### src/rtl/multi_pulse_det_pkg.sv
// Shared mode encodings and per-channel FSM state type for the multi-channel pulse detector.
package multi_pulse_det_pkg;

   localparam logic [1:0] MODE_RISE = 2'b00;
   localparam logic [1:0] MODE_FALL = 2'b01;
   localparam logic [1:0] MODE_HIGH = 2'b10;
   localparam logic [1:0] MODE_LOW  = 2'b11;

   typedef enum logic {
      IDLE = 1'b0,
      MEAS = 1'b1
   } state_t;

endpackage

### src/rtl/pulse_det_chan.sv
// One detector channel: glitch filter, edge/pulse FSM, saturating width counter and sticky overflow.
//
// state | meaning
// IDLE  | waiting for a filtered edge; edge modes strobe here, pulse modes look for the start edge
// MEAS  | pulse in progress; width counter running until the opposite filtered edge
module pulse_det_chan
   import multi_pulse_det_pkg::*;
#(
   parameter int FILT  = 2,
   parameter int CNT_W = 8
) (
   input  logic             clk,
   input  logic             rst_n,
   input  logic             en,
   input  logic [1:0]       mode,
   input  logic             clr_ovf,
   input  logic             c,
   output logic             y,
   output logic [CNT_W-1:0] width,
   output logic             ovf
);

   localparam int               FW      = (FILT > 1) ? $clog2(FILT) : 1;
   localparam logic [FW-1:0]    FILT_LD = FW'(FILT - 1);
   localparam logic [CNT_W-1:0] CNT_MAX = '1;

   logic             f_q, f_d;
   logic [FW-1:0]    fcnt_q, fcnt_d;
   state_t           state_q, state_d;
   logic [1:0]       mode_q, mode_d;
   logic [CNT_W-1:0] cnt_q, cnt_d, cnt_inc;
   logic [CNT_W-1:0] width_q, width_d;
   logic             y_q, y_d;
   logic             ovf_q, ovf_d;
   logic             fe, fe_rise, fe_fall, end_fe;

   // Filter counts down the cycles still needed before f may follow c.
   always_comb begin
      f_d    = f_q;
      fcnt_d = fcnt_q;
      fe     = 1'b0;
      if (c == f_q) begin
         fcnt_d = FILT_LD;
      end else if (fcnt_q == '0) begin
         f_d    = c;
         fcnt_d = FILT_LD;
         fe     = 1'b1;
      end else begin
         fcnt_d = fcnt_q - 1'b1;
      end
      fe_rise = fe & c;
      fe_fall = fe & ~c;
   end

   always_comb begin
      state_d = state_q;
      mode_d  = mode_q;
      cnt_d   = cnt_q;
      width_d = width_q;
      y_d     = 1'b0;
      ovf_d   = ovf_q;
      cnt_inc = (cnt_q == CNT_MAX) ? cnt_q : cnt_q + 1'b1;
      end_fe  = (mode_q == MODE_LOW) ? fe_rise : fe_fall;
      if (!en) begin
         state_d = IDLE;
         cnt_d   = '0;
      end else begin
         if (clr_ovf) ovf_d = 1'b0;
         case (state_q)
            IDLE: begin
               case (mode)
                  MODE_RISE: y_d = fe_rise;
                  MODE_FALL: y_d = fe_fall;
                  MODE_HIGH: begin
                     if (fe_rise) begin
                        state_d = MEAS;
                        cnt_d   = CNT_W'(1);
                        mode_d  = mode;
                     end
                  end
                  MODE_LOW: begin
                     if (fe_fall) begin
                        state_d = MEAS;
                        cnt_d   = CNT_W'(1);
                        mode_d  = mode;
                     end
                  end
               endcase
            end
            MEAS: begin
               if (end_fe) begin
                  y_d     = 1'b1;
                  width_d = cnt_q;
                  state_d = IDLE;
               end else begin
                  cnt_d = cnt_inc;
                  // Holding at saturation keeps re-asserting, so a clear mid-pulse loses.
                  if (cnt_inc == CNT_MAX) ovf_d = 1'b1;
               end
            end
         endcase
      end
   end

   always_ff @(posedge clk) begin
      if (!rst_n) begin
         f_q     <= 1'b0;
         fcnt_q  <= FILT_LD;
         state_q <= IDLE;
         mode_q  <= MODE_RISE;
         cnt_q   <= '0;
         width_q <= '0;
         y_q     <= 1'b0;
         ovf_q   <= 1'b0;
      end else begin
         f_q     <= f_d;
         fcnt_q  <= fcnt_d;
         state_q <= state_d;
         mode_q  <= mode_d;
         cnt_q   <= cnt_d;
         width_q <= width_d;
         y_q     <= y_d;
         ovf_q   <= ovf_d;
      end
   end

   assign y     = y_q;
   assign width = width_q;
   assign ovf   = ovf_q;

endmodule

### src/rtl/multi_pulse_det.sv
// Multi-channel edge/pulse detector: slices the buses and fans shared controls out to each channel.
module multi_pulse_det
   import multi_pulse_det_pkg::*;
#(
   parameter int CH    = 4,
   parameter int FILT  = 2,
   parameter int CNT_W = 8
) (
   input  logic                clk,
   input  logic                rst_n,
   input  logic                en,
   input  logic [1:0]          mode,
   input  logic                clr_ovf,
   input  logic [CH-1:0]       C,
   output logic [CH-1:0]       Y,
   output logic [CH*CNT_W-1:0] width_o,
   output logic [CH-1:0]       ovf
);

   for (genvar i = 0; i < CH; i++) begin : g_chan
      pulse_det_chan #(
         .FILT  (FILT),
         .CNT_W (CNT_W)
      ) u_chan (
         .clk     (clk),
         .rst_n   (rst_n),
         .en      (en),
         .mode    (mode),
         .clr_ovf (clr_ovf),
         .c       (C[i]),
         .y       (Y[i]),
         .width   (width_o[i*CNT_W +: CNT_W]),
         .ovf     (ovf[i])
      );
   end

endmodule
### config.mk
export PLATFORM = sky130hd
export DESIGN_NAME = multi_pulse_det
export DESIGN_NICKNAME = d
export VERILOG_FILES = /design/src/rtl/multi_pulse_det_pkg.sv /design/src/rtl/pulse_det_chan.sv /design/src/rtl/multi_pulse_det.sv
export SDC_FILE = /design/constraint.sdc
export NUM_CORES = 1
export LEC_CHECK = 0
export CELL_PAD_IN_SITES_DETAIL_PLACEMENT = 0
export CELL_PAD_IN_SITES_GLOBAL_PLACEMENT = 1
export CORE_ASPECT_RATIO = 1.2
export CORE_MARGIN = 5
export CORE_UTILIZATION = 42
export CTS_BUF_LIST = sky130_fd_sc_hd__clkbuf_16
export CTS_CLUSTER_DIAMETER = 60
export DETAILED_ROUTE_END_ITERATION = 10
export GPL_TIMING_DRIVEN = 0
export PLACE_DENSITY = 0.79
export SYNTH_ARGS = -nofsm -noshare
export SYNTH_HDL_FRONTEND = slang
export SYNTH_HIERARCHICAL = 1
export SYNTH_SLANG_ARGS = --single-unit
### constraint.sdc
create_clock -name clk -period 2.1 [get_ports clk]
set_input_delay 0.21 -clock clk [delete_from_list [all_inputs] [get_ports clk]]
set_output_delay 0.21 -clock clk [all_outputs]
set_load 0.005 [all_outputs]
; After elaboration in Yosys (flattened, before gate mapping)
; Cells that the tools add are included.
[totals]
regBits = 92
in_bits = 10
output_inout_bits = 40
[op_classes]
reduce_logical = 23
n_mux = 96
eq_ne = 43
bitwise = 25
addsub = 8
[ops]
columns = cell, n
row1 = 2-to-1 mux 8 bit, 16
row2 = one-hot mux 8 bit (2 select lines), 8
row3 = "== test 8 bit, second input constant", 8
row4 = 2-to-1 mux 1 bit, 44
row5 = "adder 8 x 1 -> 8 bit, second input constant", 4
row6 = one-hot mux 1 bit (2 select lines), 16
row7 = "!= test 3 x 2 -> 1 bit, second input constant", 8
row8 = AND reduction 5 bit, 4
row9 = NOT 1 bit, 17
row10 = 2-to-1 mux 2 bit, 8
row11 = "!= test 2 x 1 -> 1 bit, second input constant", 8
row12 = one-hot mux 2 bit (2 select lines), 4
row13 = AND reduction 4 bit, 4
row14 = "== test 2 bit, second input constant", 6
row15 = "!= test 3 bit, second input constant", 4
row16 = AND reduction 3 bit, 4
row17 = OR reduction 3 bit, 4
row18 = AND reduction 2 bit, 5
row19 = AND 1 bit, 8
row20 = "!= test 2 bit, second input constant", 4
row21 = == test 1 bit, 4
row22 = "subtractor 1 bit, second input constant", 4
row23 = "== test 2 x 1 -> 1 bit, second input constant", 1
row24 = zero test 2 bit, 1
row25 = nonzero test 2 bit, 1

; Depth between registers and ports, before layout
; Gate-level depths: netlist (run 1).
[logic_depth]
ltp_word = 6
mapped_depth = 6
mapped_depth_nobuf = 6

; By module
; Netlist (run 1), hierarchy kept.
[by_module_without_submodules]
columns = mod, cells_each, instances, area_per_inst_um2, seq_area_each_um2
row1 = pulse_det_chan at g_chan[0].u_chan ..., 134, 3, 1213.7, 460.4
row2 = pulse_det_chan at g_chan[2].u_chan, 127, 1, 1142.3, 460.4

; Least setup slack after synthesis (run 1)
; No wires, ideal clock.
[synth_path]
path_type = reg2reg
startpoint = register g_chan[0].u_chan.cnt_q[1]
endpoint = register g_chan[0].u_chan.ovf_q
stages_incl_launch_ff = 6
t_arrival_ns = 1.436
required_time_ns = 2.016
synth_period_minus_slack_ns = 1.520
n_path_buf = 0
slack_ns = 0.580
cell_sequence = dfxtp_1 -> ha_1 -> nand4_1 -> nor2_1 -> o2111ai_1 -> o31ai_2
[synth_via]
elab_chain_cells = 6
[synth_rtl]
columns = item, line_no
row1 = from (decl), pulse_det_chan.sv:31  ; logic [CNT_W-1:0] cnt_q, cnt_d, cnt_inc;
row2 = from (signal assigned), pulse_det_chan.sv:120  ; cnt_q <= cnt_d;
row3 = adder 8 x 1 -> 8 bit or == test 8 bit (tied branches), pulse_det_chan.sv:62  ; cnt_inc = (cnt_q == CNT_MAX) ? cnt_q : cnt_q + 1'b1;
row4 = 2-to-1 mux 8 bit *, pulse_det_chan.sv:62
row5 = == test 8 bit *, pulse_det_chan.sv:98  ; if (cnt_inc == CNT_MAX) ovf_d = 1'b1;
row6 = 2-to-1 mux 1 bit *, pulse_det_chan.sv:98
row7 = 2-to-1 mux 1 bit *, pulse_det_chan.sv:91  ; if (end_fe) begin
row8 = 2-to-1 mux 1 bit *, pulse_det_chan.sv:69  ; case (state_q)
row9 = to (signal assigned), pulse_det_chan.sv:123  ; ovf_q <= ovf_d;
row10 = to (decl), pulse_det_chan.sv:34  ; logic ovf_q, ovf_d;
; Every way passes the cells marked *; elsewhere a longest branch is shown, timed or not.
; A chain may end at the register's enable or synchronous reset.

; Worst setup path in the final report (run 1)
[layout_path]
startpoint = register g_chan[1].u_chan.cnt_q[1]
endpoint = register g_chan[1].u_chan.ovf_q
[layout_via]
elab_chain_cells = 6
[layout_rtl]
columns = item, line_no
row1 = from (decl), pulse_det_chan.sv:31
row2 = from (signal assigned), pulse_det_chan.sv:120
row3 = adder 8 x 1 -> 8 bit or == test 8 bit (tied branches), pulse_det_chan.sv:62
row4 = 2-to-1 mux 8 bit *, pulse_det_chan.sv:62
row5 = == test 8 bit *, pulse_det_chan.sv:98
row6 = 2-to-1 mux 1 bit *, pulse_det_chan.sv:98
row7 = 2-to-1 mux 1 bit *, pulse_det_chan.sv:91
row8 = 2-to-1 mux 1 bit *, pulse_det_chan.sv:69
row9 = to (signal assigned), pulse_det_chan.sv:123
row10 = to (decl), pulse_det_chan.sv:34
; Marks and branches as above.

==> flow_summary.toml, run 1 <==
[global_route]
grt_pass1_wl_um = 18600
grt_antenna_before_repair = 0
grt_max_degree = 26
grt_usage_pct = 16.6
grt_pass1_vias = 3968
grt.overflow.total = 0

[clock_tree]
cts_setup_buffers = 0
clock_sinks = 92
cts_made_buffers = 9
cts_max_path_buffers = 2
cts_tree = "yes"
cts.root.buffer_cell = "clkbuf_16"
clkLatencyLatePin_ps = 340
cts-htree-levels = 3
clkTransAtPathRegs_ps = 60

[synth]
ys_seq_elements = 92
synth.avg_cell_area_sq_um = 9.04
yosys_warnings = 6
synth_top_area_share_pct = 38.5
ys_types = 53
ys.flop_type = "dfxtp_1"
yosysSeqAreaShare_pct = 38.5
syn_nets = 543
synth_edf_count = 0
postSynthCellCount = 529
synth-async-reset-ratio_pct = 0
synthTopCellsByArea = "dfxtp_1 39%, mux2i_1 9.6%, nor2b_1 5.2%"
synth_area_sq_mm = 0.00478
synth_area_leader_cell = "dfxtp_1"

[layout]
drive_above_1_share_pct = 14.0
fin_util_pct = 51.9
layout_commonest_cell = "dfxtp_1"
final_nets = 603
layout_common_cells = "92 x dfxtp_1, 51 x nand2_1, 47 x clkdlybuf4s50_1"
fillers = 1068
areaGrowthSynthToFinish_pct = 20.3
final_cell_count_no_fill = 746
diodes = 0

[place]
dpl.hpwl_um = 8010
place_congestion = 0.843
dp.cells = 732
numPortBuffers = 49

[sta]
fmax_mhz = 509
slew_headroom_pct = 65.5
period_share_pct = 93.6
min_period_ps = 1970
hold_viol = 0
skew_ps = 7.49
slew_viol_final = 0
rsz0062_at_grt = "no"
setup-tns-final_ps = 0
max_slew.worst_pin.slew_ps = 518
setup_viol = 0

[route]
drc = 0
post_drt_wl_per_cell_um = 15.1
finalWirelength_um = 11300
vias = 4149
firstDrtPassIters = 4
dr.first_iter.drc_count = 160
via_per_inst = 5.56
drtAntennaViolNets = 0

[setup_path]
endpoint_kind = "register"
critPathMaxStageDelay_ps = 470
cp_data_arrival_time_ps = 2220
cp_cell_sequence = "ha_1, nand4_1, nor2_1, o2111ai_1, o31ai_2"
worstPathMaxFanout = 8
required_ps = 2350
slowest_stage = "dfxtp_1"
crit_buf_inv = 0
critPathKind = "register to register"
start_kind = "register"
crit_family = "simple AND/OR/NAND/NOR gates"

[floorplan]
core_sq_mm = 0.0111
die_x_um = 107
rows = 42
start_util_pct = 43.1
die_h_um = 127
top_level_ports = 50
die_area_sq_mm = 0.0136

[power]
powerDensity_mw_per_mm2 = 624
vdd_drop_max_v = 0.000362
finalPower_mw = 3.59
p_leak_nw = 2.10

[status]
status = "completed"

[worst_hold_path]
holdCritPathClass = "register to register"

[job]
cap_viol_max_count = 0
cell families after synthesis:
kind of cell    after synthesis  synth area share, %
simple gates                221                 25.9
mux                          55                 12.7
compound gates              114                 17.2
fa+ha+maj                     4                 1.05
flops                        92                 38.5
buf+inv                      43                 4.68
registers in the layout, summed over array words and instances (netlist names):
register / flops
g_chan.u_chan/fcnt_q: 4
g_chan.u_chan/cnt_q: 32
g_chan.u_chan/state_q: 4
g_chan.u_chan/f_q: 4
g_chan.u_chan/y: 4
g_chan.u_chan/ovf: 4
g_chan.u_chan/mode_q: 8
g_chan.u_chan/width: 32
synth_stat cells, types with 7 or more instances:
master	number
o221a_2	9
nor2b_1	40
buf_2	10
and2b_2	8
nand3_1	31
dfxtp_1	92
mux2i_1	46
nand2_1	51
and4_1	7
o21ai_0	15
clkbuf_2	7
nand4_1	11
a21boi_0	7
a21oi_1	33
inv_1	15
o21a_1	7
nor2_1	29
worst min-delay path, stage by stage (launching register included):
cell and delay, ps:
dfxtp_1 310, inv_1 50, a21boi_0 60
worst paths after layout:
check,to,slack [ps],cells after the start,startpoint
worst min register to register,g_chan[0].u_chan/mode_q[1],470,2,g_chan[0].u_chan/mode_q[1]
worst max-delay path,g_chan[1].u_chan/ovf,130,5,g_chan[1].u_chan/cnt_q[1]
worst max register to register,g_chan[1].u_chan/ovf,130,5,g_chan[1].u_chan/cnt_q[1]
worst min-delay path,g_chan[0].u_chan/mode_q[1],470,2,g_chan[0].u_chan/mode_q[1]
power by group:
part	total, mW	internal (mW)	switching, mW
registers	1.77	1.76	0.0138
clock network	1.64	1.02	0.627
logic	0.175	0.0747	0.100
total	3.59	2.85	0.741
cell type report:
cell class / count / area [sq um] / share of cell area [%]
Sequential cell: 92 / 1840 / 32.0
Tap cell: 154 / 193 / 3.35
Clock buffer: 9 / 225 / 3.91
Clock inverter: 5 / 71.3 / 1.24
Buffer: 28 / 168 / 2.91
Multi-Input combinational cell: 394 / 2720 / 47.2
Inverter: 15 / 56.3 / 0.979
Timing Repair Buffer: 49 / 480 / 8.35
per-layer routing:
| layer | vias to the layer above | GRT usage, % | share of wire [%] |
|---|---|---|---|
| li1 | 2045 | - | - |
| met3 | 28 | 2.79 | 4.2 |
| met5 | - | 0 | 0 |
| met2 | 109 | 28.4 | 50 |
| met1 | 1967 | 20.4 | 44 |
| met4 | 0 | 7.50 | 2.3 |
metrics by stage:
stage	hold WS, ps	area [sq um]	worst slack [ps]
2_1_floorplan	338	4780	580
3_3_place_gp	450	5470	-456
3_5_place_dp	463	5470	-537
4_1_cts	470	5760	78.4
5_1_grt	483	5750	18.1
6_report	468	5750	135
timing repair:
item,4_1_cts,5_1_grt
gates resized for setup,2,4
setup endpoints to repair,4,3
hold buffers,0,0
pin swaps,0,0
No activity file was read; power rests on OpenSTA's default activity.
==> run 2: changes to the inputs <==
PLACE_DENSITY = 0.76   (was 0.79)
==> run 2 against run 1 <==
Global-route usage rose by 0.57 points. Via count fell by 0.53%. Sequential power about the same. Non-clock buffer count unchanged. Worst hold slack got worse by 8.4 ps. Combinational power is essentially flat.
==> flow_summary.toml, run 2 (same netlist as run 1, synthesis figures left out) <==
[status]
status = "completed"

[route]
vias = 4127
post_drt_wl_per_cell_um = 15.2
drtAntennaViolNets = 0
dr.first_iter.drc_count = 141
finalWirelength_um = 11400
drc = 0
via_per_inst = 5.52
firstDrtPassIters = 5

[sta]
fmax_mhz = 521
setup_viol = 0
holdWs_ps = 459
period_share_pct = 91.4
max_slew.worst_pin.slew_ps = 803
skew_ps = 3.27
rsz0062_at_grt = "no"
slew_headroom_pct = 46.5
slew_viol_final = 0
setup_ws_ps = 180
hold_viol = 0
min_period_ps = 1920

[global_route]
met1_usage_pct = 22.0
grt_antenna_before_repair = 0
top_usage_layer = "met2"
grt.overflow.total = 0
use_met2_pct = 28.4
use_met3_pct = 2.54
grt_pass1_wl_um = 19400
grt_max_degree = 26
grt_pass1_vias = 4083
grt_usage_pct = 17.2

[power]
vdd_drop_max_v = 0.000367
p_sw_mw = 0.762
swShare_pct = 21.8
p_leak_nw = 2.09
seq_power_share_pct = 50.7
powerDensity_mw_per_mm2 = 609
comb_power_share_pct = 5.0
clkPwrFrac_pct = 44.2
p_int_mw = 2.73
finalPower_mw = 3.49

[setup_path]
critPathMaxStageDelay_ps = 440
crit_path_start = "g_chan[3].u_chan/cnt_q[1]"
critPathKind = "register to register"
cp_data_arrival_time_ps = 2180
slowest_stage = "dfxtp_1"
crit_family = "simple AND/OR/NAND/NOR gates"
endpoint_kind = "register"
required_ps = 2360
r2r_start = "g_chan[3].u_chan/cnt_q[1]"
crit_buf_inv = 0
cp_cell_sequence = "ha_1, nand4_1, nor2_1, o2111ai_1, o31ai_2"
worstPathMaxFanout = 8
start_kind = "register"

[layout]
final_area_sq_mm = 0.00574
final_cell_count_no_fill = 747
drive_above_1_share_pct = 14.0
diodes = 0
fillers = 1061
layout_common_cells = "92 x dfxtp_1, 51 x nand2_1, 47 x clkdlybuf4s50_1"
final_nets = 603
layout_commonest_cell = "dfxtp_1"
areaGrowthSynthToFinish_pct = 20.0

[floorplan]
rows = 42
die_x_um = 107
die_area_sq_mm = 0.0136
core_sq_mm = 0.0111
die_h_um = 127
top_level_ports = 50
start_util_pct = 43.1

[place]
dpl.hpwl_um = 8030
dpl_cell_area_sq_mm = 0.00547
numPortBuffers = 49
post-place-ws_ps = -558
place_congestion = 0.851
dp.cells = 732

[job]
cap_viol_max_count = 0

[clock_tree]
cts_max_path_buffers = 2
cts_tree = "yes"
clkTransAtPathRegs_ps = 60
cts-htree-levels = 3
cts.root.buffer_cell = "clkbuf_16"
clkLatencyLatePin_ps = 340
cts_made_buffers = 9
clock_sinks = 92
cts_setup_buffers = 0

[worst_hold_path]
worstHoldStart = "g_chan[1].u_chan/mode_q[1]"
holdCritPathClass = "register to register"
==> run 2: repair_timing <==
action                     4_1_cts  5_1_grt
setup endpoints to repair        4        4
gates resized for setup          2        4
hold buffers                     0        0
==> run 2: cell type report <==
type                    instances  area, sq um  share of cell area [%]
repair buffers                 49          485                    8.46
plain buffers                  28          168                    2.92
clock buffers                   9          225                    3.92
multi-input cells             394         2720                    47.4
flip-flops and latches         92         1840                    32.1
clock inverters                 6         50.0                   0.872
inverters                      15         56.3                   0.981
well taps                     154          193                    3.36
==> run 2: worst register-to-register path, delay by kind of cell (launching register included) <==
| kind | cells | cell delay [ps] |
|---|---|---|
| AND/OR/NAND/NOR | 2 | 590 |
| adder cells (fa/ha/maj) | 1 | 350 |
| AO/OA/AOI/OAI | 2 | 460 |
| flip-flops | 1 | 440 |
==> run 2: path summary, 6_finish.rpt <==
path,end,slack [ps],cells past startpoint
worst max-delay path,g_chan[3].u_chan/ovf,180,5
worst min-delay path,g_chan[1].u_chan/mode_q[1],460,2
worst max register to register,g_chan[3].u_chan/ovf,180,5
worst min register to register,g_chan[1].u_chan/mode_q[1],460,2
==> run 2: power by group through the flow <==
stage / registers [mW] / logic (mW) / clock network (mW)
floorplan: 1.81 / 0.113 / 0
global placement: 1.81 / 0.177 / 0
detailed placement: 1.81 / 0.180 / 0
CTS: 1.77 / 0.179 / 1.60
global route: 1.77 / 0.194 / 1.66
finish: 1.77 / 0.176 / 1.54
==> run 2: routing by layer <==
metal / vias up / share of wire, %
li1: 2044 / -
met1: 1962 / 45
met2: 103 / 48
met3: 18 / 4.4
met4: 0 / 2.2
met5: - / 0
==> run 2: through the flow <==
| stage | setup TNS, ps | utilization, % |
|---|---|---|
| after detailed placement | -5260 | 49.3 |
| after global placement | -4170 | 49.3 |
| final | 0 | 51.8 |
| after CTS | 0 | 51.8 |
| after floorplan | 0 | - |
| after global routing | 0 | 51.8 |
==> run 3: changes to the inputs <==
CTS_BUF_LIST = unset   (was sky130_fd_sc_hd__clkbuf_16)
SETUP_SLACK_MARGIN = 0.4   (was unset)
==> run 3 against run 2 <==
Fmax rose by 15%. Non-clock buffer count unchanged. Sequential power barely moved. Power increased by 1.7%. Utilization grew 0.91 points. Critical path depth up 1. Worst hold slack got worse by 92 ps. Routed wire length increased by 0.76%. Critical endpoint is now g_chan[0].u_chan/ovf. Highest routed layer unchanged.
==> flow_summary.toml, run 3 (same netlist as run 1, synthesis figures left out) <==
[route]
post_drt_wl_per_cell_um = 15.4
dr.first_iter.drc_count = 143
drtAntennaViolNets = 0
drc = 0
finalWirelength_um = 11500
firstDrtPassIters = 4
vias = 4125
via_per_inst = 5.52

[setup_path]
r2r_start = "g_chan[0].u_chan/cnt_q[0]"
crit_path_start = "g_chan[0].u_chan/cnt_q[0]"
critPathKind = "register to register"
worstPathMaxFanout = 8
required_ps = 2360
endpoint_kind = "register"
cp_data_arrival_time_ps = 1930
start_kind = "register"

[power]
powerDensity_mw_per_mm2 = 608
clkPwrFrac_pct = 45.1
seq_power_share_pct = 49.9
comb_power_share_pct = 5.0
p_sw_mw = 0.770
p_int_mw = 2.78
vdd_drop_max_v = 0.000371
p_leak_nw = 2.11
swShare_pct = 21.7

[clock_tree]
cts_tree = "yes"
cts-htree-levels = 3
cts_max_path_buffers = 2
clkLatencyLatePin_ps = 340
cts.root.buffer_cell = "clkbuf_16"
clock_sinks = 92
cts_made_buffers = 9
clkTransAtPathRegs_ps = 60
cts_setup_buffers = 0

[sta]
period_share_pct = 79.8
rsz0062_at_grt = "yes"
min_period_ps = 1680
setup_ws_ps = 424
slew_viol_final = 0
skew_ps = 4.73
setup_viol = 0
hold_viol = 0
fmax_mhz = 597
slew_headroom_pct = 65.6
setup-tns-final_ps = 0
max_slew.worst_pin.slew_ps = 515

[floorplan]
die_x_um = 107
core_sq_mm = 0.0111
rows = 42
die_h_um = 127
die_area_sq_mm = 0.0136
start_util_pct = 43.1
top_level_ports = 50

[place]
dpl.hpwl_um = 8030
post-place-ws_ps = -558
dpl_cell_area_sq_mm = 0.00547
place_congestion = 0.851
numPortBuffers = 49

[global_route]
grt_max_degree = 26
grt_pass1_vias = 4078
grt_usage_pct = 17.3
grt.overflow.total = 0
grt_pass1_wl_um = 19400
grt_antenna_before_repair = 0

[layout]
fillers = 1038
fin_util_pct = 52.7
diodes = 0
layout_common_cells = "86 x dfxtp_1, 51 x nand2_1, 46 x mux2i_1"
final_area_sq_mm = 0.00584
drive_above_1_share_pct = 17.2
areaGrowthSynthToFinish_pct = 22.1
layout_commonest_cell = "dfxtp_1"
final_nets = 603

[worst_hold_path]
worstHoldStart = "mode[0]"
holdCritPathClass = "input port to register"

[job]
cap_viol_max_count = 0

[status]
status = "completed"
## run 3: changes by cell type in the layout (fill, tap and decap cells not counted), moves of 3 or more
cell,delta
dfxtp_2,+6
nor2_4,+4
nor2_1,-6
inv_1,-3
ha_1,-4
dfxtp_1,-6
clkbuf_2,-3
## run 3: through the flow
step	total power, mW	std cells	hold WS (ps)
5_1_grt	3.68	747	406
3_5_place_dp	1.99	732	454
3_3_place_gp	1.99	732	449
6_report	3.55	747	367
4_1_cts	3.60	747	462
2_1_floorplan	1.92	529	338
## run 3: path summary, 6_finish.rpt
kind | endpoint | slack [ps] | cells after the start
worst max register to register | g_chan[0].u_chan/ovf | 420 | 6
worst min-delay path | g_chan[3].u_chan/mode_q[0] | 370 | 3
worst max-delay path | g_chan[0].u_chan/ovf | 420 | 6
worst min register to register | g_chan[1].u_chan/mode_q[1] | 460 | 2
## run 3: worst max-delay path, stage by stage, from the launching register on
cell	delay, ps
dfxtp_1	380
clkbuf_4	210
and4_1	230
a21oi_1	70
nor3_1	250
o2111ai_1	190
o31ai_2	270
## run 3: power groups by stage
stage	Clock (mW)	Sequential, mW	Combinational, mW
global placement	0	1.81	0.177
finish	1.60	1.77	0.178
detailed placement	0	1.81	0.180
floorplan	0	1.81	0.113
global route	1.71	1.77	0.195
CTS	1.65	1.77	0.180
## run 3: per-layer routing
metal  wire length (um)  GRT usage (%)  share of wire (%)
met5                  0              0                  0
met4                249           8.25                2.2
met3                383           2.49                3.3
met2               5590           28.5                 49
met1               5250           22.1                 46
## run 3: layout make-up
| cell class | instances | area (sq um) | share of cell area (%) |
|---|---|---|---|
| clock inverters | 2 | 35.0 | 0.600 |
| inverters | 15 | 56.3 | 0.964 |
| clock buffers | 13 | 250 | 4.28 |
| well taps | 154 | 193 | 3.30 |
| plain buffers | 28 | 178 | 3.04 |
| repair buffers | 49 | 492 | 8.42 |
| flip-flops and latches | 92 | 1850 | 31.7 |
| multi-input cells | 394 | 2790 | 47.7 |
## run 3: what timing repair did
item,4_1_cts,5_1_grt
gates cloned,0,0
hold buffers,0,0
setup endpoints to repair,53,23
gates resized for setup,20,24
pin swaps,0,3
==> RTL edit (config.mk and constraints of run 3) <==
`FILT` is set to 2 in 2 places; all go to 1.
--- a/src/rtl/pulse_det_chan.sv
+++ b/src/rtl/pulse_det_chan.sv
@@ -8,3 +8,3 @@
 #(
-   parameter int FILT  = 2,
+   parameter int FILT  = 1,
    parameter int CNT_W = 8
--- a/src/rtl/multi_pulse_det.sv
+++ b/src/rtl/multi_pulse_det.sv
@@ -5,3 +5,3 @@
    parameter int CH    = 4,
-   parameter int FILT  = 2,
+   parameter int FILT  = 1,
    parameter int CNT_W = 8
Behaviour: not the same (a bounded check fails within 4 cycles, from zero or initial values and one cycle with rst_n low).
==> RTL edit against run 3 <==
  * Via count down 5.7%
  * First-iteration DRC count up 39%
  * Design area fell by 2.7%
  * Global-route usage fell by 0.61 points
  * Die area down 2.8%
  * Routed wire length shrank 6.9%
  * Sequential cell count stayed put
  * Area after synthesis decreased by 3.1%
  * Worst setup slack better by 0.041 ns
  * Power is 0.53% lower
  * Largest cell class unchanged
  * Highest routed layer unchanged
==> RTL edit: results <==
[detailed_routing]
top_layer = "met4"
first_pass_iters = 5
met2_length_um = 5210
finalWirelength_um = 10700
drtIter0Drc = 199
met3_length_um = 453
wl_met1_um = 4840
dr_total_vias = 3889

[placed_design]
pre_cts_slack_ns = -0.254
gp_congestion = 0.875
placed_area_mm2 = 0.00529
hpwlAfterDp_um = 7690

[grt]
track_usage_pct = 16.7
grt_max_degree = 24
met3_usage_pct = 3.45
grt_pass1_wl_um = 18100
use_met2_pct = 28.1
met1_usage_pct = 20.7

[logic_synthesis]
syn_nets = 528
ys_types = 58
seq_area_frac_synth_pct = 39.7
synth_top_cells_by_count = "dfxtp_1, nand2_1, mux2i_1"
synth_area_leaders = "dfxtp_1, mux2i_1, nor2b_1, nand3_1, nand2_1"

[pwr]
ir_drop_mv = 0.389
switchingPower_mw = 0.750
p_int_mw = 2.78
p_leak_nw = 2.11
pwr-share-seq_pct = 50.2

[worst_setup_path]
startpoint = "C[1]"
endpoint = "g_chan[1].u_chan/cnt_q[2]$_SDFFE_PN0P_"
r2r_start = "g_chan[3].u_chan/state_q$_SDFF_PN0_"
reg2reg_slack_ns = 0.49
r2r.worst_path.cells = 5
r2r_end = "g_chan[3].u_chan/cnt_q[2]$_SDFFE_PN0P_"

[timing]
period_needed_ns = 1.63
fin_worst_skew_ns = 0.00442
worst_pin_slew_ns = 0.769

[min_path]
hp-class = "input pin to flop"
hold_path_end = "g_chan[2].u_chan/f_q$_SDFFE_PN0N_"
worstHoldStart = "C[2]"

[cells_and_area]
nets = 588
drive_gt1_share_pct = 13.7

[outcome]
status = "finished, final reports clean"

[clock_tree]
clk_latency_ns = 0.33
-- RTL edit: cell types whose count changed after synthesis, moves of 7 or more --
cell,delta
and2b_2,-8
nand4_1,-7
clkbuf_1,+10
a21oi_1,-10
o221a_2,-7
nand2b_1,+9
and4_1,-7
clkbuf_2,-7
inv_1,-11
nand3_1,+11
-- RTL edit: cell type report --
class	count	area (um^2)
clock buffer	13	250
sequential	92	1850
tap	132	165
fill	1016	5250
inverter	4	15.0
multi-input combinational	395	2740
buffer	23	139
clock inverter	2	35.0
timing repair buffer	49	490
-- RTL edit: repair_timing --
item / in CTS / in global routing
endpoints found under the setup margin: 53 / 33
pin swaps: 0 / 1
hold buffers: 0 / 0
resized for setup: 14 / 36
-- RTL edit: metrics by stage --
stage / setup TNS (ns) / std cells / util, % / hold WS, ns
final: 0 / 710 / 52.0 / 0.316
after global routing: 0 / 710 / 52.0 / 0.349
after CTS: 0 / 710 / 51.4 / 0.464
after detailed placement: -1.51 / 695 / 48.4 / 0.456
after global placement: -0.802 / 695 / 48.4 / 0.448
after floorplan: 0 / 514 / - / 0.338
-- RTL edit: cells by family (layout without fill, tap and decap cells) --
| kind of cell | count (synthesis) | in the layout | synth area share [%] |
|---|---|---|---|
| flip-flops | 92 | 92 | 39.7 |
| other | 4 | 4 | 0.324 |
| buffers and inverters | 27 | 91 | 3.02 |
| multiplexers | 56 | 56 | 12.3 |
| AND/OR/NAND/NOR | 224 | 224 | 26.4 |
| adder cells (fa/ha/maj) | 4 | 4 | 1.08 |
| AO/OA/AOI/OAI | 107 | 107 | 17.1 |
-- RTL edit: critical path, stage by stage --
cell,delay [ns]
clkdlybuf4s50_1,0.46
nand2b_1,0.19
mux2i_2,0.22
nand3_2,0.23
and2_1,0.29
o221a_1,0.26
